`config.mk`:
```
export PLATFORM = sky130hd
export DESIGN_NAME = ann_sequencer
export DESIGN_NICKNAME = d
export VERILOG_FILES = /design/src/rtl/ann_pkg.sv /design/src/rtl/ann_idx_counter.sv /design/src/rtl/ann_sequencer.sv
export SDC_FILE = /design/constraint.sdc
export NUM_CORES = 1
export LEC_CHECK = 0
export ABC_CLOCK_PERIOD_IN_PS = 3700
export BUFFER_PORTS_ARGS = -buffer_cell sky130_fd_sc_hd__buf_4
export CAP_MARGIN = 25
export CORE_MARGIN = 5
export CORE_UTILIZATION = 55
export CTS_CLUSTER_DIAMETER = 50
export DETAILED_ROUTE_END_ITERATION = 10
export PLACE_DENSITY = 0.76
export SKIP_LAST_GASP = 1
export SLEW_MARGIN = 40
export SYNTH_ARGS = -nofsm -noshare
export SYNTH_HDL_FRONTEND = slang
export SYNTH_SLANG_ARGS = --single-unit
```
`constraint.sdc`:
```
create_clock -name i_clk -period 3.7 [get_ports i_clk]
set_input_delay 1.11 -clock i_clk [delete_from_list [all_inputs] [get_ports i_clk]]
set_output_delay 1.11 -clock i_clk [all_outputs]
set_load 0.02 [all_outputs]
```
`src/rtl/ann_pkg.sv`:
```
// ann_pkg: shared constants, the sequencer state encoding and the
// weight-address helper for the ANN training/inference sequencer.
//   ANN_N_IN / ANN_N_HID / ANN_N_OUT : default layer sizes
//   ANN_N_W                          : total weight count (hidden + output)
//   ANN_*_W                          : widths of the sequencer output fields
//   ann_state_e                      : FSM state encoding (IDLE must stay 0)
package ann_pkg;

    localparam int ANN_N_IN      = 30;
    localparam int ANN_N_HID     = 5;
    localparam int ANN_N_OUT     = 3;
    localparam int ANN_MAC_LAT   = 2;
    localparam int ANN_MAX_EPOCH = 100;
    localparam int ANN_N_W       = ANN_N_HID * ANN_N_IN + ANN_N_OUT * ANN_N_HID;

    localparam int ANN_ADDR_W  = 8;
    localparam int ANN_SEL_W   = 5;
    localparam int ANN_NRN_W   = 3;
    localparam int ANN_EPOCH_W = 10;
    localparam int ANN_STATE_W = 5;

    typedef enum logic [ANN_STATE_W-1:0] {
        S_IDLE    = 5'd0,
        S_L1_CLR  = 5'd1,
        S_L1_ACC  = 5'd2,
        S_L1_WAIT = 5'd3,
        S_L1_ACT  = 5'd4,
        S_L2_CLR  = 5'd5,
        S_L2_ACC  = 5'd6,
        S_L2_WAIT = 5'd7,
        S_L2_ACT  = 5'd8,
        S_BP_OUT  = 5'd9,
        S_BP_HID  = 5'd10,
        S_UPDATE  = 5'd11,
        S_DONE    = 5'd12,
        S_TDONE   = 5'd13
    } ann_state_e;

    // Weight address of operand idx of neuron nrn in a layer whose weights
    // start at base and occupy stride words per neuron.
    function automatic logic [ANN_ADDR_W-1:0] ann_weight_addr(
        input int                    base,
        input int                    stride,
        input logic [ANN_NRN_W-1:0]  nrn,
        input logic [ANN_ADDR_W-1:0] idx
    );
        return ANN_ADDR_W'(base) + ANN_ADDR_W'(stride) * ANN_ADDR_W'(nrn) + idx;
    endfunction

endpackage

```
`src/rtl/ann_idx_counter.sv`:
```
// ann_idx_counter: loadable up-counter with terminal-count flag.
//   i_clk, i_rst_n : clock, asynchronous active-low reset
//   i_load         : load i_load_val (has priority over i_step)
//   i_step         : increment by one
//   i_max          : terminal value; o_tc is high while o_count == i_max
//   o_count        : current count (registered)
module ann_idx_counter #(
    parameter int W = 8
) (
    input  logic         i_clk,
    input  logic         i_rst_n,
    input  logic         i_load,
    input  logic [W-1:0] i_load_val,
    input  logic         i_step,
    input  logic [W-1:0] i_max,
    output logic [W-1:0] o_count,
    output logic         o_tc
);

    logic [W-1:0] r_count;

    // Count register: load wins over step, otherwise hold
    always_ff @(posedge i_clk or negedge i_rst_n) begin
        if (!i_rst_n) begin
            r_count <= W'(0);
        end else if (i_load) begin
            r_count <= i_load_val;
        end else if (i_step) begin
            r_count <= r_count + W'(1);
        end else begin
            r_count <= r_count;
        end
    end

    assign o_count = r_count;
    assign o_tc    = (r_count == i_max);

endmodule

```
`src/rtl/ann_sequencer.sv`:
```
// ann_sequencer: control sequencer for a 2-layer neural network engine.
// Walks hidden then output layer (clear / accumulate / wait / activate per
// neuron); in training mode continues with backprop strobes and a full weight
// update sweep, repeating for MAX_EPOCH epochs.
//   i_clk, i_rst_n          : clock, asynchronous active-low reset
//   i_start, i_training     : run request and run type (sampled in IDLE only)
//   i_abort                 : synchronous cancel back to IDLE
//   o_mac_clr, o_mac_en     : MAC clear / accumulate strobes
//   o_in_sel, o_w_addr      : operand index and weight address
//   o_layer, o_neuron       : current layer (0 hidden, 1 output) and neuron
//   o_act_we, o_bp_en, o_wu_en : activation latch, backprop, weight update
//   o_busy, o_done, o_done_training, o_state, o_epoch_count : status
// All outputs are registered; they show the state of the previous cycle.
module ann_sequencer
    import ann_pkg::*;
#(
    parameter int N_IN      = ANN_N_IN,
    parameter int N_HID     = ANN_N_HID,
    parameter int N_OUT     = ANN_N_OUT,
    parameter int MAC_LAT   = ANN_MAC_LAT,
    parameter int MAX_EPOCH = ANN_MAX_EPOCH
) (
    input  logic                   i_clk,
    input  logic                   i_rst_n,
    input  logic                   i_start,
    input  logic                   i_training,
    input  logic                   i_abort,
    output logic                   o_mac_clr,
    output logic                   o_mac_en,
    output logic [ANN_SEL_W-1:0]   o_in_sel,
    output logic [ANN_ADDR_W-1:0]  o_w_addr,
    output logic                   o_layer,
    output logic [ANN_NRN_W-1:0]   o_neuron,
    output logic                   o_act_we,
    output logic                   o_bp_en,
    output logic                   o_wu_en,
    output logic                   o_busy,
    output logic                   o_done,
    output logic                   o_done_training,
    output logic [ANN_STATE_W-1:0] o_state,
    output logic [ANN_EPOCH_W-1:0] o_epoch_count
);

    localparam int N_W = N_HID * N_IN + N_OUT * N_HID;

    ann_state_e             r_state;
    ann_state_e             w_next;
    logic                   r_mode;
    logic [ANN_EPOCH_W-1:0] r_epoch;

    logic                  w_idx_load, w_idx_step, w_idx_tc;
    logic [ANN_ADDR_W-1:0] w_idx, w_idx_max;
    logic                  w_nrn_load, w_nrn_step, w_nrn_tc;
    logic [ANN_NRN_W-1:0]  w_nrn, w_nrn_max;
    logic                  w_start, w_epoch_inc, w_kill;

    logic                   w_mac_clr, w_mac_en, w_layer, w_act_we, w_bp_en, w_wu_en;
    logic                   w_done, w_done_training;
    logic [ANN_SEL_W-1:0]   w_in_sel;
    logic [ANN_ADDR_W-1:0]  w_w_addr;
    logic [ANN_NRN_W-1:0]   w_neuron;

    logic                   r_mac_clr, r_mac_en, r_layer, r_act_we, r_bp_en, r_wu_en;
    logic                   r_busy, r_done, r_done_training;
    logic [ANN_SEL_W-1:0]   r_in_sel;
    logic [ANN_ADDR_W-1:0]  r_w_addr;
    logic [ANN_NRN_W-1:0]   r_neuron;
    logic [ANN_STATE_W-1:0] r_state_o;

    // Operand / per-state cycle index (also drives the update address sweep)
    ann_idx_counter #(.W(ANN_ADDR_W)) u_idx_cnt (
        .i_clk      (i_clk),
        .i_rst_n    (i_rst_n),
        .i_load     (w_idx_load),
        .i_load_val (ANN_ADDR_W'(0)),
        .i_step     (w_idx_step),
        .i_max      (w_idx_max),
        .o_count    (w_idx),
        .o_tc       (w_idx_tc)
    );

    // Neuron index within the current forward layer
    ann_idx_counter #(.W(ANN_NRN_W)) u_nrn_cnt (
        .i_clk      (i_clk),
        .i_rst_n    (i_rst_n),
        .i_load     (w_nrn_load),
        .i_load_val (ANN_NRN_W'(0)),
        .i_step     (w_nrn_step),
        .i_max      (w_nrn_max),
        .o_count    (w_nrn),
        .o_tc       (w_nrn_tc)
    );

    // Terminal values depend on state only, kept apart from next-state logic
    always_comb begin
        w_idx_max = ANN_ADDR_W'(0);
        w_nrn_max = ANN_NRN_W'(N_HID - 1);
        case (r_state)
            S_L1_ACC:             w_idx_max = ANN_ADDR_W'(N_IN - 1);
            S_L2_ACC:             w_idx_max = ANN_ADDR_W'(N_HID - 1);
            S_L1_WAIT, S_L2_WAIT: w_idx_max = ANN_ADDR_W'(MAC_LAT - 1);
            S_BP_OUT:             w_idx_max = ANN_ADDR_W'(N_OUT - 1);
            S_BP_HID:             w_idx_max = ANN_ADDR_W'(N_HID - 1);
            S_UPDATE:             w_idx_max = ANN_ADDR_W'(N_W - 1);
            default:              w_idx_max = ANN_ADDR_W'(0);
        endcase
        if (r_state == S_L2_ACT) begin
            w_nrn_max = ANN_NRN_W'(N_OUT - 1);
        end else begin
            w_nrn_max = ANN_NRN_W'(N_HID - 1);
        end
    end

    // Next-state and counter control
    always_comb begin
        w_next      = r_state;
        w_idx_load  = 1'b0;
        w_idx_step  = 1'b0;
        w_nrn_load  = 1'b0;
        w_nrn_step  = 1'b0;
        w_start     = 1'b0;
        w_epoch_inc = 1'b0;
        case (r_state)
            S_IDLE: begin
                if (i_start && !i_abort) begin
                    w_next     = S_L1_CLR;
                    w_start    = 1'b1;
                    w_idx_load = 1'b1;
                    w_nrn_load = 1'b1;
                end else begin
                    w_next = S_IDLE;
                end
            end
            S_L1_CLR, S_L2_CLR: begin
                w_next     = (r_state == S_L1_CLR) ? S_L1_ACC : S_L2_ACC;
                w_idx_load = 1'b1;
            end
            S_L1_ACC, S_L2_ACC: begin
                if (w_idx_tc) begin
                    w_next     = (r_state == S_L1_ACC) ? S_L1_WAIT : S_L2_WAIT;
                    w_idx_load = 1'b1;
                end else begin
                    w_idx_step = 1'b1;
                end
            end
            S_L1_WAIT, S_L2_WAIT: begin
                if (w_idx_tc) begin
                    w_next     = (r_state == S_L1_WAIT) ? S_L1_ACT : S_L2_ACT;
                    w_idx_load = 1'b1;
                end else begin
                    w_idx_step = 1'b1;
                end
            end
            S_L1_ACT: begin
                if (w_nrn_tc) begin
                    w_next     = S_L2_CLR;
                    w_nrn_load = 1'b1;
                end else begin
                    w_next     = S_L1_CLR;
                    w_nrn_step = 1'b1;
                end
            end
            S_L2_ACT: begin
                if (w_nrn_tc) begin
                    w_next     = r_mode ? S_BP_OUT : S_DONE;
                    w_nrn_load = 1'b1;
                    w_idx_load = 1'b1;
                end else begin
                    w_next     = S_L2_CLR;
                    w_nrn_step = 1'b1;
                end
            end
            S_BP_OUT, S_BP_HID: begin
                if (w_idx_tc) begin
                    w_next     = (r_state == S_BP_OUT) ? S_BP_HID : S_UPDATE;
                    w_idx_load = 1'b1;
                end else begin
                    w_idx_step = 1'b1;
                end
            end
            S_UPDATE: begin
                if (w_idx_tc) begin
                    w_idx_load  = 1'b1;
                    w_nrn_load  = 1'b1;
                    w_epoch_inc = 1'b1;
                    if ((r_epoch + ANN_EPOCH_W'(1)) == ANN_EPOCH_W'(MAX_EPOCH)) begin
                        w_next = S_TDONE;
                    end else begin
                        w_next = S_L1_CLR;
                    end
                end else begin
                    w_idx_step = 1'b1;
                end
            end
            S_DONE, S_TDONE: w_next = S_IDLE;
            default:         w_next = S_IDLE;
        endcase
        // Abort overrides everything outside IDLE and must not count the epoch
        if (w_kill) begin
            w_next      = S_IDLE;
            w_epoch_inc = 1'b0;
        end else begin
            w_next = w_next;
        end
    end

    assign w_kill = i_abort && (r_state != S_IDLE);

    // State register
    always_ff @(posedge i_clk or negedge i_rst_n) begin
        if (!i_rst_n) begin
            r_state <= S_IDLE;
        end else begin
            r_state <= w_next;
        end
    end

    // Run mode and epoch counter; epoch holds on abort and after TDONE
    always_ff @(posedge i_clk or negedge i_rst_n) begin
        if (!i_rst_n) begin
            r_mode  <= 1'b0;
            r_epoch <= ANN_EPOCH_W'(0);
        end else if (w_start) begin
            r_mode  <= i_training;
            r_epoch <= ANN_EPOCH_W'(0);
        end else if (w_epoch_inc) begin
            r_epoch <= r_epoch + ANN_EPOCH_W'(1);
        end else begin
            r_epoch <= r_epoch;
        end
    end

    // Moore output decode of the current state
    always_comb begin
        w_mac_clr       = 1'b0;
        w_mac_en        = 1'b0;
        w_act_we        = 1'b0;
        w_bp_en         = 1'b0;
        w_wu_en         = 1'b0;
        w_done          = 1'b0;
        w_done_training = 1'b0;
        w_layer         = 1'b0;
        w_neuron        = ANN_NRN_W'(0);
        w_in_sel        = ANN_SEL_W'(0);
        w_w_addr        = ANN_ADDR_W'(0);
        case (r_state)
            S_IDLE: w_layer = 1'b0;
            S_L1_CLR: begin
                w_mac_clr = 1'b1;
                w_neuron  = w_nrn;
            end
            S_L1_ACC: begin
                w_mac_en = 1'b1;
                w_neuron = w_nrn;
                w_in_sel = w_idx[ANN_SEL_W-1:0];
                w_w_addr = ann_weight_addr(0, N_IN, w_nrn, w_idx);
            end
            S_L1_WAIT: w_neuron = w_nrn;
            S_L1_ACT: begin
                w_act_we = 1'b1;
                w_neuron = w_nrn;
            end
            S_L2_CLR: begin
                w_mac_clr = 1'b1;
                w_layer   = 1'b1;
                w_neuron  = w_nrn;
            end
            S_L2_ACC: begin
                w_mac_en = 1'b1;
                w_layer  = 1'b1;
                w_neuron = w_nrn;
                w_in_sel = w_idx[ANN_SEL_W-1:0];
                w_w_addr = ann_weight_addr(N_HID * N_IN, N_HID, w_nrn, w_idx);
            end
            S_L2_WAIT: begin
                w_layer  = 1'b1;
                w_neuron = w_nrn;
            end
            S_L2_ACT: begin
                w_act_we = 1'b1;
                w_layer  = 1'b1;
                w_neuron = w_nrn;
            end
            S_BP_OUT: begin
                w_bp_en  = 1'b1;
                w_layer  = 1'b1;
                w_neuron = w_idx[ANN_NRN_W-1:0];
            end
            S_BP_HID: begin
                w_bp_en  = 1'b1;
                w_neuron = w_idx[ANN_NRN_W-1:0];
            end
            S_UPDATE: begin
                w_wu_en  = 1'b1;
                w_w_addr = w_idx;
            end
            S_DONE: w_done = 1'b1;
            S_TDONE: begin
                w_done          = 1'b1;
                w_done_training = 1'b1;
            end
            default: w_layer = 1'b0;
        endcase
    end

    // Output register; an abort suppresses the pending outputs (no done pulse)
    always_ff @(posedge i_clk or negedge i_rst_n) begin
        if (!i_rst_n) begin
            r_mac_clr       <= 1'b0;
            r_mac_en        <= 1'b0;
            r_act_we        <= 1'b0;
            r_bp_en         <= 1'b0;
            r_wu_en         <= 1'b0;
            r_done          <= 1'b0;
            r_done_training <= 1'b0;
            r_busy          <= 1'b0;
            r_layer         <= 1'b0;
            r_neuron        <= ANN_NRN_W'(0);
            r_in_sel        <= ANN_SEL_W'(0);
            r_w_addr        <= ANN_ADDR_W'(0);
            r_state_o       <= ANN_STATE_W'(0);
        end else if (w_kill) begin
            r_mac_clr       <= 1'b0;
            r_mac_en        <= 1'b0;
            r_act_we        <= 1'b0;
            r_bp_en         <= 1'b0;
            r_wu_en         <= 1'b0;
            r_done          <= 1'b0;
            r_done_training <= 1'b0;
            r_busy          <= 1'b0;
            r_layer         <= 1'b0;
            r_neuron        <= ANN_NRN_W'(0);
            r_in_sel        <= ANN_SEL_W'(0);
            r_w_addr        <= ANN_ADDR_W'(0);
            r_state_o       <= ANN_STATE_W'(0);
        end else begin
            r_mac_clr       <= w_mac_clr;
            r_mac_en        <= w_mac_en;
            r_act_we        <= w_act_we;
            r_bp_en         <= w_bp_en;
            r_wu_en         <= w_wu_en;
            r_done          <= w_done;
            r_done_training <= w_done_training;
            r_busy          <= (r_state != S_IDLE);
            r_layer         <= w_layer;
            r_neuron        <= w_neuron;
            r_in_sel        <= w_in_sel;
            r_w_addr        <= w_w_addr;
            r_state_o       <= r_state;
        end
    end

    assign o_mac_clr       = r_mac_clr;
    assign o_mac_en        = r_mac_en;
    assign o_in_sel        = r_in_sel;
    assign o_w_addr        = r_w_addr;
    assign o_layer         = r_layer;
    assign o_neuron        = r_neuron;
    assign o_act_we        = r_act_we;
    assign o_bp_en         = r_bp_en;
    assign o_wu_en         = r_wu_en;
    assign o_busy          = r_busy;
    assign o_done          = r_done;
    assign o_done_training = r_done_training;
    assign o_state         = r_state_o;
    assign o_epoch_count   = r_epoch;

endmodule

```
==> impl_metrics.csv, run 1 <==
group,metric,value,unit
worst_setup_path,cp-end-kind,"flip-flop",
worst_setup_path,r2r_end,"o_w_addr[7]",
synth,netlist_area,0.00376,sq mm
place,io_buffers,43,
worst_setup_path,rrSetupSlack,310,ps
place,place_congestion,0.931,
routing,routed_wl,8910,microns
synth,syn-num-nets,445,
floorplanning,dieArea,0.00859,sq mm
routing,drtIter0Drc,173,
synth,yosys_most_used_dff,"dfrtp_1",
synth,seq_area_frac_synth,36.6,%
cells_and_area,final_common_cell,"dfrtp_1",
routing,firstDrtPassIters,5,
worst_setup_path,cp_cell_sequence,"inv_1, fa_1, inv_1, ha_1, inv_1, fa_1, inv_1, ha_1, o21a_1, o31a_1, o21ai_0, a211oi_1, nand3b_1, a31oi_1",
floorplanning,rows,30,
grt,overflow,0,
synth,synth-edff-count,0,
run_status,status,"completed",
power_and_ir_drop,netSwitchingPower,0.841,mW
sta,finalCritPeriodShare,91.5,%
worst_setup_path,crit_end,"o_w_addr[7]",
power_and_ir_drop,power.internal,1.18,mW
clock_tree,h-tree-depth,2,
worst_setup_path,crit_fanout,5,
clock_tree,numCtsBuffers,5,
routing,wl_per_cell,16.8,microns
sta,setup_viol,0,
clock_tree,hold_buffers,0,
synth,netlist_top_cells_area,"dfrtp_1 (37%), ha_1 (8.0%), fa_1 (4.8%)",
floorplanning,initial_core_util,56.0,%
clock_tree,clockBufferDepth,2,
synth,yosysWarnings,0,
sta,slew_viol_final,0,
grt,antenna_found_initial,0,
cells_and_area,area_growth,13.6,%
power_and_ir_drop,p_comb_share,46.5,%
synth,synth-seq-cells,55,
cells_and_area,fin_nets,487,
grt,grt_max_degree,56,
synth,yosys.area.top_type,"dfrtp_1",
synth,avgSynthCellArea,9.24,sq um
sta,period_minus_slack,3390,ps
floorplanning,pin_count,45,
flow_run,cap_viol_max_count,0,
power_and_ir_drop,power_frac_seq,35.1,%
clock_tree,root_buffer,"clkbuf_8",
synth,synth.top_cell.area_share,36.6,%
sta,fmax,295,MHz
power_and_ir_drop,clock_power_share,18.4,%
floorplanning,core,0.00672,sq mm
clock_tree,cts_sinks,55,
synth,async_reset_ff_share,100,%
clock_tree,clk_pin_slew,100,ps
clock_tree,clock_latency,310,ps
synth,synth_cells,407,
sta,rsz0062_at_grt,"no",
worst_setup_path,r2r-start,"u_nrn_cnt.o_count[1]",
worst_setup_path,crit_start,"u_nrn_cnt.o_count[1]",
sta,slew_headroom,53.7,%
worst_setup_path,slowest_stage,"fa_1",
worst_setup_path,cp-start-kind,"flip-flop",
floorplanning,die_h,92.7,microns
cells_and_area,layout_common_cells,"dfrtp_1 (55), buf_4 (53), nor2_1 (42)",
worst_setup_path,r2r_cells,14,
worst_setup_path,slowest_delay,520,ps
sta,skew,9.59,ps
power_and_ir_drop,p_sw_share,41.7,%
clock_tree,cts_setup_buffers,0,
cells_and_area,antennaDiodeCount,0,
power_and_ir_drop,power_density,472,mW/mm^2
sta,tightest_slew,695,ps
routing,num_vias,3165,
power_and_ir_drop,power,2.02,mW
power_and_ir_drop,leakage,2.01,nW
cells_and_area,drive_gt1_share,16.4,%
worst_setup_path,cp.required,3930,ps
cells_and_area,final_core_util,63.6,%
grt,grt_pass1_wl,14900,microns
min_path,hp-class,"flip-flop to flip-flop",
grt,grtUsageTotal,21.8,%
routing,vias_per_cell,5.97,
clock_tree,cts_tree,"done",
synth,synth_cell_types,66,
power_and_ir_drop,peakVddDrop,0.297,mV
floorplanning,die_w,92.7,microns
worst_setup_path,arrival,3610,ps
place,dp_hpwl,6680,microns
worst_setup_path,critical_path_class,"flip-flop to flip-flop",
routing,ant_nets,0,
routing,drc,0,
clock_tree,cts-resized-gates,0,
sta,finalHoldViolations,0,
worst_setup_path,path_common_cell,"inv_1",
sta,tns,0,ps
grt,grt_pass1_vias,3057,
[sequential cells by signal, summed over array words and instances, names as in the netlist, 3 cells and up]
name and flops:
o_state 4, o_w_addr 8, u_nrn_cnt.o_count 3, o_epoch_count 10, o_in_sel 5, r_state 4
o_neuron 3, u_idx_cnt.o_count 8
[through the flow]
stage	cell area (sq um)	cells	worst slack (ps)	hold slack (ps)
finish	4270	530	315	526
global placement	4170	522	535	490
floorplan	3760	407	441	479
CTS	4270	530	326	530
detailed placement	4170	522	382	507
global route	4270	530	101	547
[Yosys cell counts (4+ instances only)]
cell type and number:
a21o_1 9, a21oi_1 17, and2_1 6, and3_1 5
buf_1 4, clkbuf_1 9, dfrtp_1 55, fa_1 9
ha_1 24, inv_1 32, nand2_1 20, nand2b_1 9
nand3_1 15, nand4_1 8, nor2_1 42, nor2b_1 9
nor3_1 13, nor3b_1 4, nor4_1 4, o211ai_1 6
o21ai_0 16, o21ai_1 4, or3_1 7, xnor2_1 12
xor2_1 4
[power groups by stage]
stage               combinational (mW)  sequential (mW)  clock [mW]
floorplan                        0.653            0.742           0
global placement                 0.903            0.718           0
detailed placement               0.930            0.721           0
CTS                              0.936            0.708       0.377
global route                      1.04            0.718       0.402
finish                           0.940            0.708       0.371
[routing by layer]
layer / share of wire, % / global-route usage (%)
met1: 44 / 28.4
met2: 48 / 35.3
met3: 6.5 / 4.79
met4: 2.2 / 8.55
met5: 0 / 0
[logic make-up after synthesis]
logic type / Yosys count / share of synthesized area (%)
AO/OA/AOI/OAI: 92 / 17.5
XOR/XNOR: 16 / 3.73
adder cells (fa/ha/maj): 33 / 12.8
buffers and inverters: 50 / 5.56
flip-flops: 55 / 36.6
multiplexers: 4 / 1.13
other: 1 / 0.0997
AND/OR/NAND/NOR: 156 / 22.6
[worst max-delay path, delay by kind of cell (launching register included)]
| kind | cells | cell delay, ps |
|---|---|---|
| buffers and inverters | 4 | 430 |
| adder cells (fa/ha/maj) | 4 | 1500 |
| AND/OR/NAND/NOR | 1 | 170 |
| flip-flops | 1 | 390 |
| AO/OA/AOI/OAI | 5 | 820 |
[cell type report]
| type | count | area (sq um) |
|---|---|---|
| inverter | 32 | 120 |
| tap | 80 | 100 |
| clock inverter | 1 | 7.51 |
| fill | 581 | 2440 |
| multi-input combinational | 302 | 2180 |
| sequential | 55 | 1380 |
| timing repair buffer | 53 | 398 |
| clock buffer | 7 | 96.3 |
[worst min path at each step]
| stage | startpoint | end | slack (ps) | depth (start not counted) |
|---|---|---|---|---|
| final | r_mode | r_mode | 530 | 1 |
| after detailed placement | r_mode | r_mode | 510 | 1 |
| after global routing | r_mode | r_mode | 550 | 1 |
| after CTS | r_mode | r_mode | 530 | 1 |
| after floorplan | r_mode | r_mode | 480 | 1 |
| after global placement | r_mode | r_mode | 490 | 1 |
(Power assumes the default switching activity.)
==> run 2, diff against run 1 <==
--- a/config.mk
+++ b/config.mk
@@ -13,8 +13,9 @@
 export CTS_CLUSTER_DIAMETER = 50
 export DETAILED_ROUTE_END_ITERATION = 10
 export PLACE_DENSITY = 0.76
+export RECOVER_POWER = 25
 export SKIP_LAST_GASP = 1
-export SLEW_MARGIN = 40
+export SLEW_MARGIN = 20
 export SYNTH_ARGS = -nofsm -noshare
 export SYNTH_HDL_FRONTEND = slang
 export SYNTH_SLANG_ARGS = --single-unit
==> run 2 against run 1 <==
- flip-flop and latch count stayed put
- sequential share of layout area hardly changed
- non-clock buffer count stayed put
- combinational power hardly changed
- critical path type unchanged
- critical endpoint unchanged
- largest power group unchanged
- highest routed layer unchanged
==> impl_metrics.csv, run 2 (synthesis results as in run 1) <==
group,metric,value,unit
run_status,status,"completed",
min_path,hp-class,"flip-flop to flip-flop",
power_and_ir_drop,power,2.02,mW
sta,tns,0,ps
place,place_ws,382,ps
cells_and_area,antennaDiodeCount,0,
floorplanning,pin_count,45,
floorplanning,rows,30,
routing,routed_wl,8880,microns
place,place_congestion,0.931,
sta,slew_viol_final,0,
grt,overflow,0,
sta,fmax,296,MHz
sta,skew,10.2,ps
clock_tree,cts-resized-gates,0,
sta,period_minus_slack,3380,ps
sta,finalHoldViolations,0,
worst_setup_path,arrival,3610,ps
cells_and_area,area_growth,13.5,%
floorplanning,die_w,92.7,microns
worst_setup_path,slowest_stage,"fa_1",
worst_setup_path,crit_fanout,5,
cells_and_area,fin_nets,487,
min_path,hold_depth,1,
routing,vias_per_cell,5.99,
floorplanning,die_h,92.7,microns
place,dp_hpwl,6680,microns
clock_tree,cts_sinks,55,
floorplanning,initial_core_util,56.0,%
worst_setup_path,cp_cell_sequence,"inv_1, fa_1, inv_1, ha_1, inv_1, fa_1, inv_1, ha_1, o21a_1, o31a_1, o21ai_0, a211oi_1, nand3b_1, a31oi_1",
sta,timing.final.ws_setup,322,ps
sta,slew_headroom,9.50,%
routing,drc,0,
routing,num_vias,3173,
cells_and_area,layout_common_cells,"dfrtp_1 (55), buf_4 (51), nor2_1 (42)",
clock_tree,cts_setup_buffers,0,
clock_tree,h-tree-depth,2,
sta,finalCritPeriodShare,91.3,%
clock_tree,clk_pin_slew,100,ps
routing,firstDrtPassIters,4,
grt,antenna_found_initial,0,
worst_setup_path,cp-start-kind,"flip-flop",
clock_tree,root_buffer,"clkbuf_8",
worst_setup_path,cp-end-kind,"flip-flop",
cells_and_area,drive_gt1_share,16.2,%
power_and_ir_drop,leakage,2.00,nW
power_and_ir_drop,peakVddDrop,0.301,mV
worst_setup_path,r2r_cells,14,
worst_setup_path,path_common_cell,"inv_1",
cells_and_area,largest_reg_flops,10,
grt,grt_max_degree,56,
sta,setup_viol,0,
floorplanning,dieArea,0.00859,sq mm
routing,drtIter0Drc,179,
sta,rsz0062_at_grt,"no",
worst_setup_path,slowest_delay,520,ps
sta,tightest_slew,1360,ps
power_and_ir_drop,power_density,473,mW/mm^2
routing,ant_nets,0,
grt,grt_pass1_wl,14900,microns
cells_and_area,final_common_cell,"dfrtp_1",
flow_run,cap_viol_max_count,0,
clock_tree,hold_buffers,0,
clock_tree,clockBufferDepth,2,
grt,grt_pass1_vias,3057,
clock_tree,clock_latency,310,ps
grt,grtUsageTotal,21.8,%
worst_setup_path,critical_path_class,"flip-flop to flip-flop",
clock_tree,numCtsBuffers,5,
worst_setup_path,cp.required,3930,ps
place,io_buffers,43,
routing,wl_per_cell,16.8,microns
clock_tree,cts_tree,"done",
floorplanning,core,0.00672,sq mm
[run 2: changes by cell type in the layout (fill, tap and decap cells not counted), sizes merged]
| cell | previous run | this run |
|---|---|---|
| buf | 53 | 51 |
| clkbuf | 7 | 9 |
[run 2: layout make-up]
cell class              count  area (sq um)
multi-input cells         302          2180
fillers                   583          2450
inverters                  32           120
flip-flops and latches     55          1380
repair buffers             53           392
clock buffers               7          96.3
clock inverters             1          7.51
well taps                  80           100
[run 2: metal layers]
metal / track usage [%] / vias up / wire length [microns]
met3: 4.79 / 20 / 579
met1: 28.4 / 1528 / 3830
li1: - / 1524 / -
met2: 35.3 / 101 / 4260
met4: 8.55 / 0 / 214
met5: 0 / - / 0
[run 2: stage by stage]
stage	hold slack [ps]	utilization [%]	std cells	area, sq um
after floorplan	479	-	407	3760
after global placement	490	62.1	522	4170
after detailed placement	507	62.1	522	4170
after CTS	530	63.6	530	4270
after global routing	547	63.5	530	4270
final	526	63.5	530	4270
[run 2: final timing paths]
path | start | endpoint | slack, ps
max in group asynchronous | i_rst_n | o_w_addr[7] | 1790
hold / removal | r_mode | r_mode | 530
min in group asynchronous | i_rst_n | o_epoch_count[7] | 1090
setup reg to reg | u_nrn_cnt.o_count[1] | o_w_addr[7] | 320
setup / recovery | u_nrn_cnt.o_count[1] | o_w_addr[7] | 320
hold reg to reg | r_mode | r_mode | 530
[run 2: report_power, final]
part	leakage (nW)	switching [mW]	internal, mW
clock network	0.0505	0.198	0.171
registers	0.760	0.0549	0.654
logic	1.19	0.587	0.352
[run 2: critical path: cells and delay by family, from the launching register on]
family,cells,cell delay (ps)
flip-flops,1,390
AO/OA/AOI/OAI,5,820
AND/OR/NAND/NOR,1,170
buffers and inverters,4,430
adder cells (fa/ha/maj),4,1500
